===== src/rtl/matrix_op_defs_pkg.sv =====
// Shared constants, writer state encoding and metadata packing for the matrix storage units.
package matrix_op_defs_pkg;

  localparam int MATRIX_DATA_WIDTH     = 32;
  localparam int MATRIX_ADDR_WIDTH     = 12;
  localparam int MATRIX_BLOCK_SIZE     = 256;
  localparam int MATRIX_METADATA_WORDS = 3;

  typedef enum logic [2:0] {
    WR_IDLE,
    WR_META0,
    WR_META1,
    WR_META2,
    WR_STREAM,
    WR_DONE
  } matrix_writer_state_e;

  function automatic logic [31:0] pack_meta_word(input logic [7:0] rows, input logic [7:0] cols);
    return {rows, cols, 16'h0000};
  endfunction

endpackage


===== src/rtl/matrix_block_writer.sv =====
// Commits one matrix (3 metadata words + row-major data) into its ID's BRAM block
// and tracks which IDs hold a complete matrix.
//   state     | meaning
//   WR_IDLE   | ready for a request; validates and latches it
//   WR_META0  | write {rows, cols, 0} at base+0
//   WR_META1  | write name bytes 0..3 at base+1
//   WR_META2  | write name bytes 4..7 at base+2
//   WR_STREAM | write one data word per data_valid beat
//   WR_DONE   | completion pulse, publish valid bit on success
module matrix_block_writer
  import matrix_op_defs_pkg::*;
#(
  parameter int DATA_WIDTH   = MATRIX_DATA_WIDTH,
  parameter int ADDR_WIDTH   = MATRIX_ADDR_WIDTH,
  parameter int BLOCK_SIZE   = MATRIX_BLOCK_SIZE,
  parameter int MATRIX_COUNT = 8
) (
  input  logic                    clk,
  input  logic                    rst,
  input  logic                    write_request,
  output logic                    write_ready,
  input  logic [2:0]              matrix_id,
  input  logic [7:0]              actual_rows,
  input  logic [7:0]              actual_cols,
  input  logic [0:7][7:0]         matrix_name,
  input  logic [DATA_WIDTH-1:0]   data_in,
  input  logic                    data_valid,
  output logic                    writer_ready,
  output logic                    write_done,
  output logic                    write_error,
  output logic                    bram_we,
  output logic [ADDR_WIDTH-1:0]   bram_addr,
  output logic [DATA_WIDTH-1:0]   bram_wdata,
  output logic [MATRIX_COUNT-1:0] matrix_valid
);

  matrix_writer_state_e state, state_next;

  logic [2:0]              id_q;
  logic [7:0]              rows_q, cols_q;
  logic [0:7][7:0]         name_q;
  logic [15:0]             words_q, idx_q;
  logic [31:0]             base_q;
  logic                    error_q;
  logic [MATRIX_COUNT-1:0] valid_q;

  logic [15:0] req_words;
  logic [31:0] req_base;
  logic        req_bad;
  logic        beat;

  assign req_words = 16'(actual_rows) * 16'(actual_cols);
  assign req_base  = 32'(matrix_id) * 32'(BLOCK_SIZE);
  // Compare in 32 bits so the metadata overhead cannot wrap the 16-bit word count.
  assign req_bad   = (actual_rows == 8'd0) || (actual_cols == 8'd0) ||
                     ((32'(req_words) + 32'(MATRIX_METADATA_WORDS)) > 32'(BLOCK_SIZE));
  assign beat      = (state == WR_STREAM) && data_valid;

  assign matrix_valid = valid_q;

  always_ff @(posedge clk or posedge rst) begin
    if (rst) begin
      state   <= WR_IDLE;
      id_q    <= '0;
      rows_q  <= '0;
      cols_q  <= '0;
      name_q  <= '0;
      words_q <= '0;
      idx_q   <= '0;
      base_q  <= '0;
      error_q <= 1'b0;
      valid_q <= '0;
    end else begin
      state <= state_next;
      case (state)
        WR_IDLE: begin
          if (write_request) begin
            id_q    <= matrix_id;
            rows_q  <= actual_rows;
            cols_q  <= actual_cols;
            name_q  <= matrix_name;
            words_q <= req_words;
            base_q  <= req_base;
            idx_q   <= '0;
            error_q <= req_bad;
            if (!req_bad) valid_q[matrix_id] <= 1'b0;
          end
        end
        WR_STREAM: if (beat) idx_q <= idx_q + 16'd1;
        WR_DONE:   if (!error_q) valid_q[id_q] <= 1'b1;
        default: ;
      endcase
    end
  end

  always_comb begin
    state_next   = state;
    write_ready  = 1'b0;
    writer_ready = 1'b0;
    write_done   = 1'b0;
    write_error  = 1'b0;
    bram_we      = 1'b0;
    bram_addr    = '0;
    bram_wdata   = '0;
    case (state)
      WR_IDLE: begin
        write_ready = 1'b1;
        if (write_request) state_next = req_bad ? WR_DONE : WR_META0;
      end
      WR_META0: begin
        bram_we    = 1'b1;
        bram_addr  = ADDR_WIDTH'(base_q);
        bram_wdata = DATA_WIDTH'(pack_meta_word(rows_q, cols_q));
        state_next = WR_META1;
      end
      WR_META1: begin
        bram_we    = 1'b1;
        bram_addr  = ADDR_WIDTH'(base_q + 32'd1);
        bram_wdata = DATA_WIDTH'({name_q[0], name_q[1], name_q[2], name_q[3]});
        state_next = WR_META2;
      end
      WR_META2: begin
        bram_we    = 1'b1;
        bram_addr  = ADDR_WIDTH'(base_q + 32'd2);
        bram_wdata = DATA_WIDTH'({name_q[4], name_q[5], name_q[6], name_q[7]});
        state_next = WR_STREAM;
      end
      WR_STREAM: begin
        writer_ready = 1'b1;
        if (beat) begin
          bram_we    = 1'b1;
          bram_addr  = ADDR_WIDTH'(base_q + 32'(MATRIX_METADATA_WORDS) + 32'(idx_q));
          bram_wdata = data_in;
          if (idx_q == words_q - 16'd1) state_next = WR_DONE;
        end
      end
      WR_DONE: begin
        write_done  = 1'b1;
        write_error = error_q;
        state_next  = WR_IDLE;
      end
      default: state_next = WR_IDLE;
    endcase
  end

endmodule

===== config.mk =====
export PLATFORM = sky130hd
export DESIGN_NAME = matrix_block_writer
export DESIGN_NICKNAME = d
export VERILOG_FILES = /design/src/rtl/matrix_op_defs_pkg.sv /design/src/rtl/matrix_block_writer.sv
export SDC_FILE = /design/constraint.sdc
export NUM_CORES = 1
export LEC_CHECK = 0
export BUFFER_PORTS_ARGS = -buffer_cell sky130_fd_sc_hd__clkbuf_2
export CORE_MARGIN = 2
export CORE_UTILIZATION = 55
export CTS_BUF_LIST = sky130_fd_sc_hd__clkbuf_2 sky130_fd_sc_hd__clkbuf_4 sky130_fd_sc_hd__clkbuf_8
export DETAILED_ROUTE_END_ITERATION = 6
export GPL_ROUTABILITY_DRIVEN = 0
export PLACE_DENSITY = 0.8
export SETUP_SLACK_MARGIN = 0.2
export SYNTH_ARGS = -nofsm -noshare
export SYNTH_HDL_FRONTEND = slang
export SYNTH_SLANG_ARGS = --single-unit

===== constraint.sdc =====
create_clock -name clk -period 4.8 [get_ports clk]
set_input_delay 0.48 -clock clk [delete_from_list [all_inputs] [get_ports clk]]
set_output_delay 0.48 -clock clk [all_outputs]
set_load 0.005 [all_outputs]

Word-level counts from Yosys, hierarchy flattened
Index checks and enable logic that the tools add are counted.
W data, S select, Z words.
Word-level totals
  word-level logic and storage cells: 84
  input bits: 119
  register bits: 127
Operators by class
  equality and inequality tests: 11
  order comparisons: 5
  reduce and logical (&&, ||, !) cells: 15
  bitwise operators: 3
  muxes and demuxes: 26
  add/subtract/negate cells: 7
  $mul: 1
Operators by type and width (count)
  $pmux W32 S4: 1
  $pmux W12 S4: 1
  $mux W16: 2
  $mux W32: 1
  $pmux W16 S2: 1
  $add A11 B2 Y12 const B: 2
  $mux W8: 3
  $add A16 B2 Y17 const B: 1
  $gt A17 B9 Y1 const B: 1
  $add A16 B1 Y16 const B: 1
  $eq A16 B16 Y1: 1
  $logic_not A8 Y1: 2
  $mul A8 B8 Y16: 1
  $pmux W8 S2: 1
  $sub A16 B1 Y16 const B: 1
  $pmux W3 S5: 1
  $add A11 B1 Y12 const B: 1
  $add A12 B12 Y12: 1
  $mux W12: 1
  $mux W3: 4
  $and A8 B8 Y8: 1
  $lt A3 B4 Y1 const B: 2
  $ne A2 B2 Y1 const B: 4
  $not A8 Y8: 1
  17 further kinds: 32

Longest topological paths before layout
  word-level depth: 9
  gate-level depth with buffers: 19

Worst setup path after synthesis
No wires, ideal clock.
  path type: input to register
  from: in actual_rows[0]
  to: reg valid_q[1] (netlist: matrix_valid[1])
  library setup time: 0.140 ns
  required time: 4.660 ns
  arrival time: 4.958 ns
  stages on the path: 17
  path buffers: 1
  setup slack: -0.297 ns
  cells stage by stage: clkbuf_1 > nand2_1 > fa_1 > fa_1 > inv_1 > fa_1 > inv_1 > fa_1 > inv_1 > ha_1 > a21o_1 > a221oi_4 > o21ai_0 > xnor2_1 > nand4b_2 > nor4b_4 > a21oi_1
On the way
  longest elaborated chain between the ends: 6
  elaborated cells between the ends (all ways): 8
  classes of those cells: add/sub: 1; mul: 1; order compare: 1; eq/ne: 1; reduce/logical: 4
RTL lines
  start: declaration: RTL line matrix_block_writer.sv:23  | input logic [7:0] actual_rows,
  $mul A8 B8 Y16: RTL line matrix_block_writer.sv:52  | assign req_words = 16'(actual_rows) * 16'(actual_cols);
  $add A16 B2 Y17: RTL line matrix_block_writer.sv:56  | ((32'(req_words) + 32'(MATRIX_METADATA_WORDS)) > 32'(BLOCK_SIZE));
  $gt A17 B9 Y1: RTL line matrix_block_writer.sv:56
  $logic_or A1 B1 Y1 (*): RTL line matrix_block_writer.sv:55  | assign req_bad = (actual_rows == 8'd0) || (actual_cols == 8'd0) ||
  $ne A2 B2 Y1 (no source line) (*)
  $reduce_and A4 Y1 (no source line) (*)
  end signal: assignment: RTL line matrix_block_writer.sv:72  | valid_q <= '0;
  end signal: indexed assignment: RTL line matrix_block_writer.sv:86  | if (!req_bad) valid_q[matrix_id] <= 1'b0;
  end signal: indexed assignment: RTL line matrix_block_writer.sv:90  | WR_DONE: if (!error_q) valid_q[id_q] <= 1'b1;
  end: declaration: RTL line matrix_block_writer.sv:45  | logic [MATRIX_COUNT-1:0] valid_q;
Every way passes the cells marked *; elsewhere a longest branch is shown, timed or not.
A chain may end at the register's enable or synchronous reset.

Final worst setup path
  from: in actual_rows[4]
  to: reg state[2]
On the way
  longest elaborated chain between the ends: 7
  elaborated cells between the ends (all ways): 9
  classes of those cells: add/sub: 1; mul: 1; order compare: 1; mux: 3; reduce/logical: 3
RTL lines
  $mul A8 B8 Y16: RTL line matrix_block_writer.sv:52
  $add A16 B2 Y17: RTL line matrix_block_writer.sv:56
  $gt A17 B9 Y1: RTL line matrix_block_writer.sv:56
  $logic_or A1 B1 Y1 (*): RTL line matrix_block_writer.sv:55
  $mux W3 (*) (2 in a row): RTL line matrix_block_writer.sv:108  | if (write_request) state_next = req_bad ? WR_DONE : WR_META0;
  $pmux W3 S5 (*): RTL line matrix_block_writer.sv:105  | case (state)
  end signal: assignment: RTL line matrix_block_writer.sv:74  | state <= state_next;
  end: declaration: RTL line matrix_block_writer.sv:37  | matrix_writer_state_e state, state_next;
Every way passes the cells marked *; elsewhere a longest branch is shown, timed or not. The select of a mux whose other input is x is not followed.

==> results.sh <==
export IMPL_status="completed"
export IMPL_crit_required_ns=5.16
export IMPL_drt_total_wl_mm=23.2
export IMPL_crit_path_end_kind="register"
export IMPL_whs_ns=0.209
export IMPL_cp_arrival_ns=4.87
export IMPL_fin_crit_ns=4.50
export IMPL_syn_inst=1064
export IMPL_viasPerCell=5.42
export IMPL_ios=176
export IMPL_vias=8094
export IMPL_syn_area_sq_mm=0.00897
export IMPL_p_comb_frac=0.469
export IMPL_grt_max_degree=107
export IMPL_htreeDepth=4
export IMPL_placed_area_sq_mm=0.0104
export IMPL_die_width_um=132
export IMPL_power_internal_w=0.00313
export IMPL_num_rows=46
export IMPL_dr_wl_met2_mm=11.5
export IMPL_crit_type="in -> reg"
export IMPL_p_leak_nw=5.78
export IMPL_synth_edf_count=0
export IMPL_cts_tree="built"
export IMPL_die_h_um=132
export IMPL_yosys_most_used_dff="dfrtp_1"
export IMPL_hold_buffers=0
export IMPL_p_sw_frac=0.382
export IMPL_synth_top_cell_by_area="dfrtp_1"
export IMPL_fin_ws_ns=0.296
export IMPL_antenna_found_initial=0
export IMPL_numPortBuffers=175
export IMPL_hold_path_class="in -> reg"
export IMPL_slew_headroom=0.263
export IMPL_yosys_area_top_type_share=0.354
export IMPL_rsz0062_at_grt="yes"
export IMPL_seqPwrFrac=0.346
export IMPL_track_usage=0.265
export IMPL_fmax_mhz=222
export IMPL_synth_top_cells_by_count="nand2_1, dfrtp_1, inv_1, and2_1, clkbuf_1"
export IMPL_cap_violations=0
export IMPL_fin_nets=1461
export IMPL_p_switching_w=0.00193
export IMPL_cts_buffers=17
export IMPL_routed_top_layer="met4"
export IMPL_hold_viol=0
export IMPL_dp_hpwl_mm=17.1
export IMPL_tightest_slew_ns=1.11
export IMPL_dpl_worst_slack_ns=-0.295
export IMPL_synth_cell_type_count=65
export IMPL_wl_met3_mm=1.15
export IMPL_p_per_area_mw_per_mm2=457
export IMPL_multi_input_area_sq_mm=0.00548
export IMPL_cts_sinks=127
export IMPL_synth_seq_area_share=0.354
export IMPL_cts_max_path_buffers=2
export IMPL_synth_most_common_cell="nand2_1"
export IMPL_synth_fp_nets=1261
export IMPL_netlist_top_cells_area="dfrtp_1, nand2_1, fa_1, ha_1, and2_1"
export IMPL_slew_viol_final=0
export IMPL_grt_overflow=0
export IMPL_grt_pass1_wl_mm=37.4
export IMPL_cts_root_buf="clkbuf_8"
export IMPL_start_util=0.565
export IMPL_area_delta_synth_final_pct=23.5
export IMPL_core_area_sq_mm=0.0159
export IMPL_fillers=1253
export IMPL_wire_per_inst_um=15.5
export IMPL_fin_crit_sh=0.938
export IMPL_p_total_w=0.00506
export IMPL_clk_pin_slew_ns=0.08
export IMPL_drc_errors=0
export IMPL_async_reset_ff_frac=1.00
export IMPL_diodes=0
export IMPL_drive_gt1_frac=0.272
export IMPL_startpoint_type="input pin"
export IMPL_fin_tns_setup_ns=0
export IMPL_route_antenna_remaining_nets=0
export IMPL_setup_viol=0
export IMPL_fin_skew_ns=0.0148
export IMPL_grt_pass1_vias=7802
export IMPL_ys_ff_latch=127
export IMPL_critPathMaxFanout=6
export IMPL_clk_latency_ns=0.46
export IMPL_design_area_sq_mm=0.0111
export IMPL_drtIter0Drc=585
export IMPL_syn_mean_instance_area_sq_um=8.43
export IMPL_drt_met1_wl_mm=9.86
export IMPL_die_area_sq_mm=0.0173
export IMPL_vdd_drop_max_mv=0.283
export IMPL_first_pass_iters=6
export IMPL_seqCellArea_sq_mm=0.00318
export IMPL_yosys_warnings=0
export IMPL_p_clk_frac=0.185
[stage by stage]
stage	utilization	instances
floorplan	-	1064
global placement	0.657	1454
detailed placement	0.657	1454
CTS	0.684	1489
global route	0.697	1493
finish	0.697	1493
[worst max-delay path: stages]
cell	delay, ns
buf_4	0.13
and2_4	0.16
fa_1	0.56
fa_1	0.44
fa_1	0.50
inv_1	0.05
fa_1	0.47
inv_1	0.04
ha_1	0.28
buf_4	0.15
a221oi_4	0.41
xor2_2	0.18
buf_4	0.13
o211ai_1	0.10
a21boi_2	0.29
nor4bb_4	0.08
buf_4	0.17
o31ai_4	0.23
[worst paths after layout]
kind	from	endpoint	slack [ns]	cells after the start
max reg2reg	state[2]$_DFFE_PP0P_	idx_q[15]$_DFFE_PP0P_	1.79	7
min reg2reg	name_q[17]$_DFFE_PP0P_	name_q[17]$_DFFE_PP0P_	0.48	2
min	matrix_name[48]	name_q[48]$_DFFE_PP0P_	0.21	3
min in group asynchronous	rst	name_q[11]$_DFFE_PP0P_	0.24	2
max in group asynchronous	rst	name_q[59]$_DFFE_PP0P_	3.37	3
max	actual_rows[4]	state[2]$_DFFE_PP0P_	0.30	18
[final cells by class]
class | count | area share
multi-input combinational | 798 | 0.495
sequential | 127 | 0.287
timing repair buffer | 242 | 0.131
inverter | 78 | 0.0267
clock buffer | 22 | 0.0256
tap | 216 | 0.0244
clock inverter | 10 | 0.0101
[placed cells by master (no fill, tap or decap), drive strengths merged, types with 3 or more instances in the layout]
cell and instances:
nor4b 3, mux2i 6, clkbuf 185, nand2 322, or2 4, xor2 20, clkinvlp 3, o31ai 3
fa 36, ha 42, buf 79, inv 79, o21ai 36, a222oi 16, a31oi 4, a21oi 28
nor3b 4, xnor2 33, a21o 8, nand3 17, nor4 12, nor2b 6, o211ai 5, nand2b 4
clkinv 4, nor3 10, dfrtp 127, nor2 44, and3 4, or4 7, a22oi 17, nand4 4
mux2 17, and2 58
[kinds of logic after synthesis]
kind of cell	Yosys count	share of synthesized area
AND/OR/NAND/NOR	508	0.262
flip-flops	127	0.354
AO/OA/AOI/OAI	136	0.106
adder cells (fa/ha/maj)	78	0.139
buffers and inverters	139	0.0589
XOR/XNOR	53	0.0526
multiplexers	23	0.0280
[power groups by stage]
| stage | sequential, W | clock, W | combinational (W) |
|---|---|---|---|
| after global routing | 0.00179 | 0.000992 | 0.00266 |
| after global placement | 0.00173 | 0 | 0.00217 |
| after CTS | 0.00174 | 0.000947 | 0.00230 |
| after detailed placement | 0.00176 | 0 | 0.00225 |
| after floorplan | 0.00163 | 0 | 0.00163 |
| final | 0.00175 | 0.000936 | 0.00237 |
[registers in the layout (all words and copies together) (netlist names)]
register / cells
cols_q: 8
error_q: 1
id_q: 3
idx_q: 16
matrix_valid: 8
name_q: 64
rows_q: 8
state: 3
words_q: 16
[metal layers]
layer / up-vias / global-route usage
li1: 3898 / -
met2: 282 / 0.446
met5: - / 0
met3: 59 / 0.0386
met1: 3855 / 0.347
met4: 0 / 0.105
[repair_timing]
item,CTS,global route
resized for setup,1,68
setup buffers,3,4
setup endpoints to repair,2,10
pin swaps,1,24
No activity file was read; power rests on OpenSTA's default activity.
